File: config.mk
export PLATFORM = sky130hd
export DESIGN_NAME = micro_sequencer
export DESIGN_NICKNAME = d
export VERILOG_FILES = /design/src/rtl/micro_sequencer.sv
export SDC_FILE = /design/constraint.sdc
export NUM_CORES = 1
export LEC_CHECK = 0
export ABC_AREA = 0
export CORE_MARGIN = 2
export CORE_UTILIZATION = 55
export DETAILED_ROUTE_END_ITERATION = 6
export MAX_ROUTING_LAYER = met4
export PLACE_DENSITY = 0.88
export SYNTH_ARGS = -nofsm -noshare
export SYNTH_HDL_FRONTEND = slang
export SYNTH_SLANG_ARGS = --single-unit
File: constraint.sdc
create_clock -name CLK -period 2.7 [get_ports CLK]
set_input_delay 0.54 -clock CLK [delete_from_list [all_inputs] [get_ports CLK]]
set_output_delay 0.54 -clock CLK [all_outputs]
set_load 0.1 [all_outputs]
File: src/rtl/micro_sequencer.sv
// Microprogram sequencer: holds the 10-bit uPC that addresses the microinstruction ROM.
// Applies jump, call and return decisions using a register-based return-address stack.
module micro_sequencer #(
  parameter int          STACK_DEPTH  = 4,
  parameter logic [9:0]  RESET_VECTOR = 10'h000
) (
  input  logic       CLK,
  input  logic       RST_n,
  input  logic       Hold,
  input  logic       pre_load,
  input  logic       is_BSR,
  input  logic       is_RET,
  input  logic [9:0] S,
  output logic [9:0] ADDR,
  output logic [3:0] depth,
  output logic       err_ovf,
  output logic       err_unf
);

  logic [9:0] addr_q, addr_d;
  logic [3:0] depth_q, depth_d;
  logic       err_ovf_q, err_ovf_d;
  logic       err_unf_q, err_unf_d;
  logic [9:0] stack_q [STACK_DEPTH];
  logic [9:0] stack_d [STACK_DEPTH];

  logic [9:0] addr_inc;
  logic [9:0] stack_top;

  assign addr_inc = addr_q + 10'd1;

  // The top entry sits at index depth-1; only consumed when depth is non-zero.
  always_comb begin
    stack_top = '0;
    for (int i = 0; i < STACK_DEPTH; i++) begin
      if (4'(i) + 4'd1 == depth_q) stack_top = stack_q[i];
    end
  end

  always_comb begin
    addr_d    = addr_q;
    depth_d   = depth_q;
    err_ovf_d = err_ovf_q;
    err_unf_d = err_unf_q;
    stack_d   = stack_q;
    if (!Hold) begin
      if (pre_load && is_RET) begin
        if (depth_q != 4'd0) begin
          addr_d  = stack_top;
          depth_d = depth_q - 4'd1;
        end else begin
          addr_d    = addr_inc;
          err_unf_d = 1'b1;
        end
      end else if (pre_load && is_BSR) begin
        // A call on a full stack still jumps; only the push is dropped.
        addr_d = S;
        if (depth_q < 4'(STACK_DEPTH)) begin
          for (int i = 0; i < STACK_DEPTH; i++) begin
            if (4'(i) == depth_q) stack_d[i] = addr_inc;
          end
          depth_d = depth_q + 4'd1;
        end else begin
          err_ovf_d = 1'b1;
        end
      end else if (pre_load) begin
        addr_d = S;
      end else begin
        addr_d = addr_inc;
      end
    end
  end

  always_ff @(posedge CLK) begin
    if (!RST_n) begin
      addr_q    <= RESET_VECTOR;
      depth_q   <= 4'd0;
      err_ovf_q <= 1'b0;
      err_unf_q <= 1'b0;
    end else begin
      addr_q    <= addr_d;
      depth_q   <= depth_d;
      err_ovf_q <= err_ovf_d;
      err_unf_q <= err_unf_d;
    end
  end

  // Stack contents are don't-care after reset because depth is cleared.
  always_ff @(posedge CLK) begin
    for (int i = 0; i < STACK_DEPTH; i++) begin
      stack_q[i] <= stack_d[i];
    end
  end

  assign ADDR    = addr_q;
  assign depth   = depth_q;
  assign err_ovf = err_ovf_q;
  assign err_unf = err_unf_q;

endmodule

==> reports/summary.txt <==
Switching Share - 0.298
Yosys warns - 0
Hold path startpoint - err_unf
Hold endpoint - err_unf
Worst R2R Path Depth - 5
VDD IR-drop max - 0.385 mV
Post-synth EDFFs - 40
Global route overflow - 0
Drt first pass iters - 5
Layout overhead on the synthesized area - 16.0%
Comb pwr share - 0.171
Port-buffer cells - 31
Initial antenna violation count - 0
Hold Buf Count CTS - 0
Clock slew at reported path FFs - 0.10 ns
CP startpoint kind - flip-flop
Number of I/O pins - 32
Antenna viol nets, final - 0
Cells along the critical path - ha_1 -> a21oi_1 -> a221oi_1 -> o21ai_0 -> a31oi_1
Tmin final - 2.16 ns
Switching pwr - 0.000521 W
Arrival time worst endpoint - 2.40 ns
Worst flop-to-flop path startpoint - depth[1]
RSZ-0062 raised after global routing - no
Fillers - 355
Avg Cell Area, Syn - 11.0 sq um
Via density per instance - 6.23
WP data required - 2.94 ns
Power Density - 547 nW/um^2
Final setup fails - 0
Root buffer cell - clkbuf_8
# resized after CTS - 0
Wirelength per Cell - 18.4 microns
Syn Nets - 271
Drt drc - 0
Main flop type after synthesis - edfxtp_1
Setup Skew - 0.00803 ns
Initial core utilization - 0.575
Core area - 4790 sq um
Via count of the first global-routing pass - 1966
Internal power - 0.00123 W
H-Tree Depth - 2
Final non-filler cell total - 349
Total CTS buffers - 5
Yosys reg bits - 56
Ant diodes - 0
CP bufs+invs - 0
Crit share post-route - 0.799
CTS tree - built
First DRT Iteration DRCs - 207
Max_cap viols - 0
Max Freq - 0.463 GHz
Placed Area - 3100 sq um
Crit Reg-Reg Endpoint - ADDR[5]
RD Place Congestion - 0.847
Setup repair bufs after CTS - 0
Stages on the worst setup path - 5
Routed wire length - 6410 microns
Cells after DPL - 341
Max-slew violation count - 0
Die height - 74.7 microns
Slowest CP cell - ha_1
Worst-Margin Slew - 0.775 ns
Worst hold path class - flip-flop to flip-flop
Critical path fanouts, max - 22
Setup TNS Final - 0 ns
DP HPWL - 4440 microns
Asr flop ratio synth - 0
Final Core Density - 0.667
Critical path type - flip-flop to flip-flop
Register area share after synthesis - 0.553
Hold Vio Cnt, Final - 0
Max stage delay on crit path - 0.72 ns
Top delay family on crit path - compound AO/OA/AOI/OAI gates
Final instance area - 3190 sq um
Worst Hold Depth - 2
Gate Count Post-Synth - 249
Clk_lat worst skew - 0.31 ns
Synth Cell Area - 2750 sq um
CP endpoint kind - flip-flop
Clock Path Buffers - 2
Clk sink count - 56
Share of cells above drive strength 1 - 0.152
Clock power share - 0.276
Final nets - 303
Rel. slew slack - 0.484
Row cnt - 25
Vias after detailed routing - 2173
P_leak - 1.14 nW
Outcome - complete, no violations
All-Layer GR Usage - 0.253
Die area - 5580 sq um
Flop pwr share - 0.553
Global-route wire length before repair - 10000 microns
Die X-Extent - 74.7 microns
Post-synthesis cell type count - 55
Reg2Reg Setup Slack - 0.54 ns
Largest net degree at the start of global routing - 23
==> worst max path at each step <==
stage	slack, ns	endpoint	startpoint
floorplan	0.16	depth[2]	depth[0]
global placement	0.36	stack_q[12]	pre_load
detailed placement	0.25	stack_q[14]	pre_load
CTS	0.54	ADDR[8]	depth[0]
global route	0.36	ADDR[8]	depth[0]
finish	0.54	ADDR[5]	depth[1]
==> worst register-to-register path, cell delays in order (launching register included) <==
cell and delay, ns:
dfxtp_1 0.48, ha_1 0.72, a21oi_1 0.10, a221oi_1 0.39, o21ai_0 0.18, a31oi_1 0.22
==> routing by layer <==
layer	global-route usage	up-vias	wire, microns
met3	0.0361	15	522
met4	0.0655	0	108
li1	-	999	-
met2	0.403	124	3120
met1	0.345	1035	2660
met5	-	-	0
==> final cells by class <==
cell class	count	area, sq um	area share
clock buffers	5	68.8	0.0216
clock inverters	3	25.0	0.00784
repair buffers	38	323	0.101
flip-flops and latches	56	1520	0.477
inverters	17	63.8	0.0200
multi-input cells	163	1100	0.346
well taps	67	83.8	0.0263
==> state kept, by name (all words and copies together) (netlist names) <==
| signal | count |
|---|---|
| err_unf | 1 |
| err_ovf | 1 |
| ADDR | 10 |
| stack_q | 40 |
| depth | 4 |
==> cells in the mapped netlist, types with 2 or more instances <==
library cell / number / share of area
edfxtp_1: 40 / 0.44
a21oi_1: 21 / 0.038
inv_1: 17 / 0.023
o21ai_0: 17 / 0.031
dfxtp_1: 16 / 0.12
a221oi_1: 11 / 0.035
and2_1: 11 / 0.025
clkbuf_1: 8 / 0.011
nand3b_1: 8 / 0.022
nand2_1: 7 / 0.0096
a31oi_1: 6 / 0.014
ha_1: 6 / 0.027
nand3_1: 6 / 0.011
nor2_1: 6 / 0.0082
nor3_1: 4 / 0.0073
or2_2: 4 / 0.0091
and2_0: 3 / 0.0068
and4_1: 3 / 0.0096
mux2i_1: 3 / 0.011
nand2b_1: 3 / 0.0068
nor2b_1: 3 / 0.0068
o211ai_1: 3 / 0.0082
o21ai_1: 3 / 0.0055
xor2_1: 3 / 0.0096
a221o_1: 2 / 0.0073
and2b_1: 2 / 0.0055
buf_2: 2 / 0.0036
nand4_1: 2 / 0.0045
or4_1: 2 / 0.0055
xnor2_1: 2 / 0.0064
==> cells in the final DEF, fill, tap and decap left out, types with 4 or more instances in the layout <==
cell / n
and2_1: 11
nor3_1: 4
nand2_1: 7
a21oi_1: 21
a221oi_1: 11
ha_1: 6
edfxtp_1: 40
inv_1: 17
dfxtp_1: 16
clkbuf_8: 5
buf_4: 23
nor2_1: 6
nand3b_1: 8
a31oi_1: 6
nand3_1: 6
or2_2: 4
clkdlybuf4s50_1: 15
o21ai_0: 17
==> metrics by stage <==
stage	total power (W)	setup WS, ns	hold slack [ns]
finish	0.00175	0.542	0.487
global route	0.00179	0.361	0.514
detailed placement	0.00128	0.255	0.473
global placement	0.00127	0.359	0.448
floorplan	0.00119	0.165	0.544
CTS	0.00174	0.541	0.497
==> cell families (layout without fill, tap and decap cells) <==
kind of cell,after synthesis,in the layout,synth area share
AOI/OAI and AO/OA,77,77,0.189
and+or+nand+nor,72,72,0.158
adders and majority gates,6,6,0.0273
xor gates and xnor gates,5,5,0.0159
DFF,56,56,0.553
muxes,3,3,0.0109
buffers and inverters,30,63,0.0450
==> power by group through the flow <==
stage                     clock network, W  registers (W)  logic (W)
after global placement                   0       0.000984   0.000287
after CTS                         0.000478       0.000965   0.000297
after global routing              0.000508       0.000969   0.000316
final                             0.000481       0.000967   0.000299
after detailed placement                 0       0.000985   0.000293
after floorplan                          0        0.00108   0.000114
Power figures use the tool's default switching activity.
